--- src/rtl/apbdma_stream_downsizer.sv ---
// ----------------------------------------------------------------------------
// apbdma_stream_downsizer
//
// Splits each wide input word (data, byte strobes, last marker) into
// InDataWidth/OutDataWidth narrow beats over a valid/ready stream. Sits
// between the DMA read-side buffer and the narrow APB write engine. The
// final beat of a word can hand over directly to the next word, so a
// continuous input stream produces a continuous output stream.
//
// Optional feature (compile-time macro APBDMA_DOWNSIZER_SKIP_EMPTY_EN):
//   beats whose strobe slice is all zero are skipped. A word with an
//   all-zero strobe still emits slice 0 (strb 0) so its last marker is kept.
//
// Parameters:
//   InDataWidth  - input data width (multiple of 8 and of OutDataWidth)
//   OutDataWidth - output data width (multiple of 8)
//
// Ports:
//   clk_i   - clock, rising edge
//   rst_i   - synchronous active-high reset
//   data_i  - input word
//   strb_i  - input byte strobes
//   last_i  - input word ends a transfer
//   valid_i - input valid
//   ready_o - input accepted when valid_i && ready_o
//   data_o  - output beat (slice idx_q of the held word)
//   strb_o  - output beat strobes
//   last_o  - final beat of a word that carried last_i
//   valid_o - output valid
//   ready_i - output accepted when valid_o && ready_i
//   busy_o  - holding register occupied
// ----------------------------------------------------------------------------
module apbdma_stream_downsizer #(
    parameter int InDataWidth  = 64,
    parameter int OutDataWidth = 32
) (
    input  logic                      clk_i,
    input  logic                      rst_i,
    input  logic [InDataWidth-1:0]    data_i,
    input  logic [InDataWidth/8-1:0]  strb_i,
    input  logic                      last_i,
    input  logic                      valid_i,
    output logic                      ready_o,
    output logic [OutDataWidth-1:0]   data_o,
    output logic [OutDataWidth/8-1:0] strb_o,
    output logic                      last_o,
    output logic                      valid_o,
    input  logic                      ready_i,
    output logic                      busy_o
);

    localparam int unsigned Ratio        = InDataWidth / OutDataWidth;
    localparam int unsigned IdxWidth     = (Ratio > 1) ? $clog2(Ratio) : 1;
    localparam int unsigned InStrbWidth  = InDataWidth / 8;
    localparam int unsigned OutStrbWidth = OutDataWidth / 8;

    typedef enum logic {
        IDLE,
        SEND
    } state_t;

    state_t                    state_q;
    logic [InDataWidth-1:0]    data_q;
    logic [InStrbWidth-1:0]    strb_q;
    logic                      last_q;
    logic [IdxWidth-1:0]       idx_q;

    logic [OutDataWidth-1:0]   data_sel;
    logic [OutStrbWidth-1:0]   strb_sel;
    logic [IdxWidth-1:0]       first_idx;
    logic [IdxWidth-1:0]       next_idx;
    logic                      is_final;

    // Current beat selection from the holding register.
    always_comb begin
        data_sel = '0;
        strb_sel = '0;
        for (int unsigned k = 0; k < Ratio; k++) begin
            if (idx_q == IdxWidth'(k)) begin
                data_sel = data_q[k*OutDataWidth +: OutDataWidth];
                strb_sel = strb_q[k*OutStrbWidth +: OutStrbWidth];
            end
        end
    end

`ifdef APBDMA_DOWNSIZER_SKIP_EMPTY_EN
    logic [Ratio-1:0]    nz_in;
    logic [Ratio-1:0]    nz_q;
    logic [IdxWidth-1:0] final_idx;

    // Per-slice "has any strobe" masks for the incoming and held words.
    always_comb begin
        nz_in = '0;
        nz_q  = '0;
        for (int unsigned k = 0; k < Ratio; k++) begin
            nz_in[k] = |strb_i[k*OutStrbWidth +: OutStrbWidth];
            nz_q[k]  = |strb_q[k*OutStrbWidth +: OutStrbWidth];
        end
    end

    // Lowest nonzero slice of the incoming word; slice 0 if none, so an
    // all-zero word still produces one beat carrying its last marker.
    always_comb begin : first_enc
        logic found;
        found     = 1'b0;
        first_idx = '0;
        for (int unsigned k = 0; k < Ratio; k++) begin
            if (nz_in[k] && !found) begin
                first_idx = IdxWidth'(k);
                found     = 1'b1;
            end
        end
    end

    // Highest nonzero slice of the held word marks the final beat.
    always_comb begin
        final_idx = '0;
        for (int unsigned k = 0; k < Ratio; k++) begin
            if (nz_q[k]) begin
                final_idx = IdxWidth'(k);
            end
        end
    end

    // Next nonzero slice strictly above the current index.
    always_comb begin : next_enc
        logic found;
        found    = 1'b0;
        next_idx = idx_q;
        for (int unsigned k = 0; k < Ratio; k++) begin
            if (nz_q[k] && (IdxWidth'(k) > idx_q) && !found) begin
                next_idx = IdxWidth'(k);
                found    = 1'b1;
            end
        end
    end

    assign is_final = (idx_q == final_idx);
`else
    localparam logic [IdxWidth-1:0] LastIdx = IdxWidth'(Ratio - 1);

    assign first_idx = '0;
    assign next_idx  = idx_q + IdxWidth'(1);
    assign is_final  = (idx_q == LastIdx);
`endif

    always_ff @(posedge clk_i) begin
        if (rst_i) begin
            state_q <= IDLE;
            data_q  <= '0;
            strb_q  <= '0;
            last_q  <= 1'b0;
            idx_q   <= '0;
        end else begin
            case (state_q)
                IDLE: begin
                    if (valid_i) begin
                        data_q  <= data_i;
                        strb_q  <= strb_i;
                        last_q  <= last_i;
                        idx_q   <= first_idx;
                        state_q <= SEND;
                    end
                end
                SEND: begin
                    if (ready_i) begin
                        if (!is_final) begin
                            idx_q <= next_idx;
                        end else if (valid_i) begin
                            // Final beat handshake doubles as input accept.
                            data_q <= data_i;
                            strb_q <= strb_i;
                            last_q <= last_i;
                            idx_q  <= first_idx;
                        end else begin
                            state_q <= IDLE;
                        end
                    end
                end
                default: state_q <= IDLE;
            endcase
        end
    end

    // Outputs are forced low while reset is held so they are defined even
    // before the first clock edge clears the registers.
    assign busy_o  = !rst_i && (state_q == SEND);
    assign valid_o = busy_o;
    assign ready_o = !rst_i && ((state_q == IDLE) || (ready_i && is_final));
    assign last_o  = valid_o && last_q && is_final;
    assign data_o  = rst_i ? '0 : data_sel;
    assign strb_o  = rst_i ? '0 : strb_sel;

endmodule

--- config.mk ---
export PLATFORM = sky130hd
export DESIGN_NAME = apbdma_stream_downsizer
export DESIGN_NICKNAME = d
export VERILOG_FILES = /design/src/rtl/apbdma_stream_downsizer.sv
export SDC_FILE = /design/constraint.sdc
export NUM_CORES = 1
export LEC_CHECK = 0
export BUFFER_PORTS_ARGS = -buffer_cell sky130_fd_sc_hd__buf_2
export CAP_MARGIN = 5
export CORE_ASPECT_RATIO = 0.8
export CORE_UTILIZATION = 56
export DETAILED_ROUTE_END_ITERATION = 6
export PLACE_DENSITY = 0.85
export SLEW_MARGIN = 20
export SYNTH_ARGS = -nofsm -noshare
export SYNTH_HDL_FRONTEND = slang
export SYNTH_SLANG_ARGS = --single-unit
--- constraint.sdc ---
create_clock -name clk_i -period 3.35 [get_ports clk_i]
set_clock_uncertainty 0.2 [all_clocks]
set_input_delay 1.005 -clock clk_i [delete_from_list [all_inputs] [get_ports clk_i]]
set_output_delay 1.005 -clock clk_i [all_outputs]
set_load 0.02 [all_outputs]
==> results.sh, run 1 <==
export IMPL_netlist_top_cells_count="146 x nand2b_1, 109 x mux2i_1, 75 x dfxtp_1"
export IMPL_yosysMostFrequentCell="nand2b_1"
export IMPL_clock_latency_ps=350
export IMPL_grt_max_degree=63
export IMPL_synth_fp_nets=488
export IMPL_start_util_pct=57.9
export IMPL_syn_area_per_cell_sq_um=9.71
export IMPL_holdCritPathClass="reg2reg"
export IMPL_vias=2971
export IMPL_min_path_cells=2
export IMPL_multi_input_area_sq_um=2230
export IMPL_hold_buffers=0
export IMPL_cp_max_fo=62
export IMPL_clkSinkCount=75
export IMPL_max_freq_ghz=0.331
export IMPL_grt_first_pass_wirelength_mm=12.8
export IMPL_dp_slack_ps=349
export IMPL_slew_headroom_pct=63.8
export IMPL_peakVddDrop_mv=0.286
export IMPL_comb_power_share_pct=16.8
export IMPL_avgViaCountPerCell=4.89
export IMPL_hold_end="data_q[31]$_SDFFE_PP0P_"
export IMPL_clock_root_buffer="clkbuf_8"
export IMPL_outcome="complete, no violations"
export IMPL_start_kind="input port"
export IMPL_routed_wl_mm=7.76
export IMPL_clock_path_buffers=2
export IMPL_slew_violations=0
export IMPL_utilization_pct=68.8
export IMPL_maxCapViolations=0
export IMPL_async_flop_share_pct=0
export IMPL_finalSetupViolations=0
export IMPL_grt_pass1_vias=2855
export IMPL_p_sw_share_pct=26.4
export IMPL_dieArea_sq_um=7470
export IMPL_antenna_found_initial=1
export IMPL_netlist_top_cells_area="dfxtp_1 38%, mux2i_1 27%, nand2b_1 23%, nor2_1 3.7%, buf_12 3.5%"
export IMPL_setup_tns_ps=0
export IMPL_fin_ws_ps=327
export IMPL_syn_area_sq_um=3990
export IMPL_p_leak_nw=2.09
export IMPL_ys_seq_elements=75
export IMPL_reg2reg_depth=5
export IMPL_die_width_um=96.4
export IMPL_drcViolationCount=0
export IMPL_synth_cells=411
export IMPL_cts_resized=0
export IMPL_ant_nets=0
export IMPL_reg2reg_to="data_q[28]$_SDFFE_PP0P_"
export IMPL_intPower_mw=1.48
export IMPL_period_needed_ps=3020
export IMPL_tightest_slew_ps=543
export IMPL_core_area_sq_um=6890
export IMPL_switching_power_mw=0.533
export IMPL_report_power_total_mw=2.02
export IMPL_port_buffers=116
export IMPL_synthDistinctLibCells=16
export IMPL_nets=591
export IMPL_arrival_ps=1820
export IMPL_clk_pin_slew_ps=70
export IMPL_initialDrtViolationCount=76
export IMPL_synth_top_cell_by_area="dfxtp_1"
export IMPL_ys_warn_count=0
export IMPL_yosys_area_top_type_share_pct=37.6
export IMPL_post_route_period_util_pct=90.2
export IMPL_tritoncts="done"
export IMPL_layoutNonFillerInstCount=607
export IMPL_cts_made_buffers=9
export IMPL_gp_congestion=0.776
export IMPL_crit_required_ps=2140
export IMPL_ys_flop_type="dfxtp_1"
export IMPL_register_area_sq_um=1500
export IMPL_overflow=0
export IMPL_r2r_start="idx_q$_SDFFE_PP0P_"
export IMPL_wl_per_cell_um=12.8
export IMPL_firstDrtPassIters=4
export IMPL_ff2ff_setup_slack_ps=1230
export IMPL_rsz0062_at_grt="no"
export IMPL_hold_violations=0
export IMPL_nFillCells=562
export IMPL_area_growth_pct=18.7
export IMPL_endpoint_kind="output pin"
export IMPL_grt_usage_pct=22.1
export IMPL_io_pins=117
export IMPL_dp_hpwl_mm=5.45
export IMPL_rows=27
export IMPL_die_h_um=77.5
export IMPL_synth_enable_flop_cells=0
export IMPL_seq_area_frac_synth_pct=37.6
export IMPL_dp_cells=590
export IMPL_min_from="data_q[31]$_SDFFE_PP0P_"
export IMPL_path_class="in2out"
export IMPL_htree_levels=3
export IMPL_drive_above_1_share_pct=27.6
export IMPL_p_clk_share_pct=34.3
export IMPL_sequentialPowerShare_pct=48.9
export IMPL_postCtsSetupRepairBufs=0
export IMPL_p_per_area_nw_per_um2=426
-- kinds of logic (layout without fill, tap and decap cells) --
| logic type | after synthesis | in the layout | synth area share [%] |
|---|---|---|---|
| flops | 75 | 75 | 37.6 |
| simple gates | 190 | 190 | 27.7 |
| mux | 109 | 109 | 27.3 |
| other cells | 0 | 1 | 0 |
| compound gates | 3 | 3 | 0.721 |
| buf+inv | 34 | 142 | 6.64 |
-- registers in the layout, indices dropped and copies added (netlist names) --
signal   flops
data_q      64
strb_q       8
idx_q        1
state_q      1
last_q       1
-- worst max path at each step --
stage	startpoint	end	depth (start not counted)
after global routing	rst_i	data_o[18]	4
after floorplan	rst_i	last_o	3
after global placement	rst_i	ready_o	4
after CTS	rst_i	data_o[27]	4
final	rst_i	data_o[25]	4
after detailed placement	rst_i	data_o[27]	4
-- metrics by stage --
| stage | hold WS (ps) | instance area [sq um] |
|---|---|---|
| finish | 272 | 4740 |
| detailed placement | 264 | 4540 |
| CTS | 275 | 4740 |
| global placement | 257 | 4540 |
| floorplan | 244 | 3990 |
| global route | 289 | 4740 |
-- cells in the final DEF, fill, tap and decap left out, drive strengths merged, types with 2 or more instances in the layout --
cell,n
buf,125
clkbuf,11
clkinv,3
dfxtp,75
mux2i,109
nand2b,146
nor2,40
nor2b,2
-- layout make-up --
class	instances	share of cell area, %
multi-input combinational	302	47.0
sequential	75	31.7
timing repair buffer	125	14.8
clock buffer	11	2.98
tap	87	2.30
clock inverter	5	1.11
inverter	1	0.0792
antenna	1	0.0528
-- critical path: stages --
cell,delay [ps]
buf_4,280
buf_12,250
nor2_1,80
buf_2,160
-- routing by layer --
layer,up-vias,wire (um),global-route usage (%)
li1,1545,-,-
met5,-,0,0
met4,0,109,6.62
met1,1334,3630,27.3
met3,13,457,7.65
met2,79,3560,36.0
-- power groups by stage --
stage	combinational (mW)	clock, mW	sequential (mW)
4_1_cts	0.342	0.708	0.986
2_1_floorplan	0.264	0	0.993
6_report	0.338	0.692	0.986
5_1_grt	0.371	0.754	0.994
3_3_place_gp	0.332	0	1.00
3_5_place_dp	0.340	0	1.01
No activity file was read; power rests on OpenSTA's default activity.
==> run 2, diff against run 1 <==
--- a/config.mk
+++ b/config.mk
@@ -8,9 +8,9 @@
 export BUFFER_PORTS_ARGS = -buffer_cell sky130_fd_sc_hd__buf_2
 export CAP_MARGIN = 5
 export CORE_ASPECT_RATIO = 0.8
-export CORE_UTILIZATION = 56
+export CORE_UTILIZATION = 51
 export DETAILED_ROUTE_END_ITERATION = 6
-export PLACE_DENSITY = 0.85
+export PLACE_DENSITY = 0.84
 export SLEW_MARGIN = 20
 export SYNTH_ARGS = -nofsm -noshare
 export SYNTH_HDL_FRONTEND = slang
==> run 2 against run 1 <==
Against the previous run:
- wire length shrank 2.2%
- global-route usage down 2.5 points
- first-iteration DRC count down 32%
- power is 3.3% higher
- via count increased by 0.54%
- critical path type unchanged
- largest cell class unchanged
==> results.sh, run 2 (synthesis gave the netlist of run 1 again) <==
export IMPL_reg2reg_depth=5
export IMPL_p_leak_nw=2.11
export IMPL_gp_congestion=0.746
export IMPL_rows=28
export IMPL_vias=2987
export IMPL_ff2ff_setup_slack_ps=1340
export IMPL_final_cell_mix="146 x nand2b_1, 115 x buf_2, 109 x mux2i_1, 74 x dfxtp_1, 39 x nor2_1"
export IMPL_io_pins=117
export IMPL_core_area_sq_um=7500
export IMPL_report_power_total_mw=2.08
export IMPL_grt_usage_pct=19.6
export IMPL_routed_wl_mm=7.59
export IMPL_dieArea_sq_um=8190
export IMPL_grt_first_pass_wirelength_mm=12.5
export IMPL_period_needed_ps=2980
export IMPL_endpoint_kind="output pin"
export IMPL_maxCapViolations=0
export IMPL_wl_met3_um=382
export IMPL_tritoncts="done"
export IMPL_intPower_mw=1.56
export IMPL_tightest_slew_ps=554
export IMPL_die_width_um=101
export IMPL_start_util_pct=53.3
export IMPL_path_class="in2out"
export IMPL_sequentialPowerShare_pct=47.1
export IMPL_die_h_um=81.1
export IMPL_largest_register_ffs=64
export IMPL_layout_commonest_cell="nand2b_1"
export IMPL_outcome="complete, no violations"
export IMPL_holdCritPathClass="reg2reg"
export IMPL_cp_max_fo=56
export IMPL_start_kind="input port"
export IMPL_postCtsSetupRepairBufs=0
export IMPL_largest_register="data_q"
export IMPL_wl_met2_mm=3.55
export IMPL_wl_per_cell_um=12.1
export IMPL_firstDrtPassIters=4
export IMPL_setup_tns_ps=0
export IMPL_comb_power_share_pct=16.6
export IMPL_dp_hpwl_mm=5.30
export IMPL_r2r_start="idx_q$_SDFFE_PP0P_"
export IMPL_p_per_area_nw_per_um2=433
export IMPL_switching_power_mw=0.521
export IMPL_clk_pin_slew_ps=70
export IMPL_min_path_cells=2
export IMPL_nets=593
export IMPL_overflow=0
export IMPL_ant_nets=0
export IMPL_grt_max_degree=57
export IMPL_drcViolationCount=0
export IMPL_reg2reg_to="data_q[23]$_SDFFE_PP0P_"
export IMPL_p_clk_share_pct=36.3
export IMPL_met1_length_mm=3.60
export IMPL_clkSinkCount=75
export IMPL_rsz0062_at_grt="no"
export IMPL_port_buffers=116
export IMPL_peakVddDrop_mv=0.243
export IMPL_crit_required_ps=2140
export IMPL_drive_above_1_share_pct=27.7
export IMPL_area_growth_pct=20.4
export IMPL_grt_pass1_vias=2854
export IMPL_slew_headroom_pct=63.1
export IMPL_hold_violations=0
export IMPL_htree_levels=3
export IMPL_avgViaCountPerCell=4.78
export IMPL_diodes=0
export IMPL_whs_ps=274
export IMPL_max_freq_ghz=0.335
export IMPL_arrival_ps=1780
export IMPL_p_sw_share_pct=25.0
export IMPL_min_from="data_q[4]$_SDFFE_PP0P_"
export IMPL_hold_buffers=0
export IMPL_clock_latency_ps=330
export IMPL_clock_path_buffers=2
export IMPL_slew_violations=0
export IMPL_top_layer_used="met4"
export IMPL_utilization_pct=64.1
export IMPL_reg_top3="data_q: 64 flops, strb_q: 8 flops"
export IMPL_initialDrtViolationCount=52
export IMPL_antenna_found_initial=0
export IMPL_hold_end="data_q[4]$_SDFFE_PP0P_"
export IMPL_placed_area_sq_um=4590
export IMPL_cts_resized=0
export IMPL_post_route_period_util_pct=89.0
export IMPL_clock_root_buffer="clkbuf_8"
export IMPL_final_area_sq_um=4810
export IMPL_cts_made_buffers=9
export IMPL_finalSetupViolations=0
==> run 2: worst max-delay path: stages <==
cell and delay [ps]:
buf_4 290, buf_12 240, nor2_1 70, buf_2 160
==> run 2: power by group through the flow <==
| stage | combinational [mW] | clock, mW | sequential (mW) |
|---|---|---|---|
| floorplan | 0.264 | 0 | 0.993 |
| global placement | 0.340 | 0 | 0.998 |
| detailed placement | 0.349 | 0 | 1.00 |
| CTS | 0.351 | 0.781 | 0.981 |
| global route | 0.379 | 0.820 | 0.988 |
| finish | 0.345 | 0.757 | 0.981 |
==> run 2: per-stage QoR <==
step | instances | setup slack (ps)
6_report | 625 | 368
3_5_place_dp | 610 | 364
4_1_cts | 625 | 362
3_3_place_gp | 610 | 389
2_1_floorplan | 411 | 296
5_1_grt | 625 | 301
==> run 2: layout make-up <==
cell class / instances / area [sq um]
clock buffer: 11 / 141
clock inverter: 4 / 75.1
fill: 663 / 2690
inverter: 1 / 3.75
multi-input combinational: 302 / 2230
sequential: 75 / 1500
tap: 105 / 131
timing repair buffer: 127 / 728
==> run 2: worst max-delay path by stage <==
stage	from	endpoint	slack, ps
after CTS	rst_i	data_o[30]	360
after floorplan	rst_i	last_o	300
final	rst_i	data_o[23]	370
after global routing	rst_i	last_o	300
after global placement	rst_i	data_o[24]	390
after detailed placement	rst_i	data_o[30]	360
==> run 2: metal layers <==
layer,vias up,track usage (%)
met4,0,6.52
met5,-,0
met1,1372,22.8
met2,73,35.4
li1,1536,-
met3,6,4.82
==> run 3, diff against run 2 <==
--- a/config.mk
+++ b/config.mk
@@ -9,6 +9,7 @@
 export CAP_MARGIN = 5
 export CORE_ASPECT_RATIO = 0.8
 export CORE_UTILIZATION = 51
+export CTS_BUF_LIST = sky130_fd_sc_hd__clkbuf_2
 export DETAILED_ROUTE_END_ITERATION = 6
 export PLACE_DENSITY = 0.84
 export SLEW_MARGIN = 20
==> run 3 against run 2 <==
Against the previous run:
- register-to-register slack about the same
- maximum frequency down 0.41%
- cell count unchanged
- non-clock buffer count unchanged
- sequential share of layout area up 0.58 points
- power down 9.8%
- sequential power about the same
- combinational power about the same
- hold slack better by 12 ps
- worst setup slack worse by 12 ps
- die area unchanged
==> results.sh, run 3 (synthesis gave the netlist of run 1 again) <==
export IMPL_crit_required_ps=2140
export IMPL_clock_path_buffers=2
export IMPL_layoutNonFillerInstCount=625
export IMPL_io_pins=117
export IMPL_overflow=0
export IMPL_hold_buffers=0
export IMPL_cts_resized=0
export IMPL_rsz0062_at_grt="no"
export IMPL_initialDrtViolationCount=59
export IMPL_nets=593
export IMPL_clk_pin_slew_ps=190
export IMPL_grt_max_degree=57
export IMPL_clock_root_buffer="clkbuf_2"
export IMPL_grt_pass1_vias=2820
export IMPL_largest_register="data_q"
export IMPL_htree_levels=3
export IMPL_drcViolationCount=0
export IMPL_crit_chain="buf_4 > mux2i_1 > nor2_1 > buf_2"
export IMPL_clock_latency_ps=500
export IMPL_max_freq_ghz=0.334
export IMPL_start_kind="flip-flop"
export IMPL_holdCritPathClass="reg2reg"
export IMPL_vias=2982
export IMPL_endpoint_kind="output pin"
export IMPL_postCtsSetupRepairBufs=0
export IMPL_cts_made_buffers=9
export IMPL_routed_wl_mm=7.52
export IMPL_rows=28
export IMPL_dp_hpwl_mm=5.30
export IMPL_peakVddDrop_mv=0.258
export IMPL_core_area_sq_um=7500
export IMPL_die_h_um=81.1
export IMPL_die_width_um=101
export IMPL_firstDrtPassIters=4
export IMPL_tightest_slew_ps=553
export IMPL_dieArea_sq_um=8190
export IMPL_largest_register_ffs=64
export IMPL_p_per_area_nw_per_um2=398
export IMPL_layout_commonest_cell="nand2b_1"
export IMPL_setup_tns_ps=0
export IMPL_p_clk_share_pct=29.3
export IMPL_p_sw_share_pct=27.0
export IMPL_period_needed_ps=2990
export IMPL_utilization_pct=63.0
export IMPL_dp_cells=610
export IMPL_cp_slowest_cell="buf_4"
export IMPL_antenna_found_initial=0
export IMPL_ant_nets=0
export IMPL_start_util_pct=53.3
export IMPL_tritoncts="done"
export IMPL_clkSinkCount=75
export IMPL_cp_max_fo=24
export IMPL_slew_headroom_pct=63.1
export IMPL_post_route_period_util_pct=89.4
export IMPL_intPower_mw=1.37
export IMPL_hold_violations=0
export IMPL_area_growth_pct=18.2
export IMPL_final_cell_mix="146 x nand2b_1, 115 x buf_2, 109 x mux2i_1, 74 x dfxtp_1, 39 x nor2_1"
export IMPL_whs_ps=286
export IMPL_gp_congestion=0.746
export IMPL_port_buffers=116
export IMPL_p_leak_nw=2.08
export IMPL_comb_power_share_pct=18.4
export IMPL_reg_top3="data_q: 64 flops, strb_q: 8 flops"
export IMPL_grt_usage_pct=19.4
export IMPL_arrival_ps=1790
export IMPL_diodes=0
export IMPL_finalSetupViolations=0
export IMPL_grt_first_pass_wirelength_mm=12.4
export IMPL_avgViaCountPerCell=4.77
export IMPL_slew_violations=0
export IMPL_wl_per_cell_um=12.0
export IMPL_maxCapViolations=0
export IMPL_sequentialPowerShare_pct=52.3
export IMPL_switching_power_mw=0.508
export IMPL_drive_above_1_share_pct=27.7
export IMPL_path_class="reg2out"
export IMPL_outcome="complete, no violations"
export IMPL_cpPeakStageDelay_ps=380
run 3: cell types whose count changed in the layout (fill, tap and decap cells not counted), sizes merged:
cell | previous run | this run
clkinv | 0 | 1
clkbuf | 11 | 10
run 3: final cells by class:
type,count,area (sq um)
clock inverter,5,78.8
sequential,75,1500
multi-input combinational,302,2230
fill,675,2780
tap,105,131
clock buffer,10,50.0
inverter,1,3.75
timing repair buffer,127,728
run 3: worst max-delay path: cells and delay by family, from the launching register on:
family / cells / cell delay (ps)
buffers and inverters: 2 / 540
flip-flops: 1 / 370
multiplexers: 1 / 300
AND/OR/NAND/NOR: 1 / 60
run 3: metal layers:
metal / vias up / share of wire [%] / GRT usage (%) / wire length (um)
li1: 1536 / - / - / -
met1: 1361 / 47 / 22.8 / 3520
met2: 77 / 47 / 34.5 / 3500
met3: 8 / 5.6 / 5.85 / 420
met4: 0 / 1.0 / 5.65 / 78
met5: - / 0 / 0 / 0
run 3: through the flow:
stage | total power, mW | area (sq um) | setup slack, ps
detailed placement | 1.35 | 4590 | 364
finish | 1.88 | 4720 | 355
global route | 1.98 | 4720 | 246
floorplan | 1.26 | 3990 | 296
global placement | 1.34 | 4590 | 389
CTS | 1.91 | 4720 | 325
run 3: path summary, 6_finish.rpt:
| kind | slack [ps] | to | cells past startpoint | start |
|---|---|---|---|---|
| worst max-delay path | 360 | data_o[24] | 4 | idx_q$_SDFFE_PP0P_ |
| worst min-delay path | 290 | data_q[4]$_SDFFE_PP0P_ | 2 | data_q[4]$_SDFFE_PP0P_ |
| worst max register to register | 1330 | data_q[23]$_SDFFE_PP0P_ | 5 | idx_q$_SDFFE_PP0P_ |
| worst min register to register | 290 | data_q[4]$_SDFFE_PP0P_ | 2 | data_q[4]$_SDFFE_PP0P_ |
run 3: power groups by stage:
stage          registers, mW  clock network [mW]  logic, mW
2_1_floorplan          0.993                   0      0.264
3_3_place_gp           0.998                   0      0.340
3_5_place_dp            1.00                   0      0.349
4_1_cts                0.983               0.571      0.351
5_1_grt                0.991               0.608      0.379
6_report               0.983               0.551      0.345
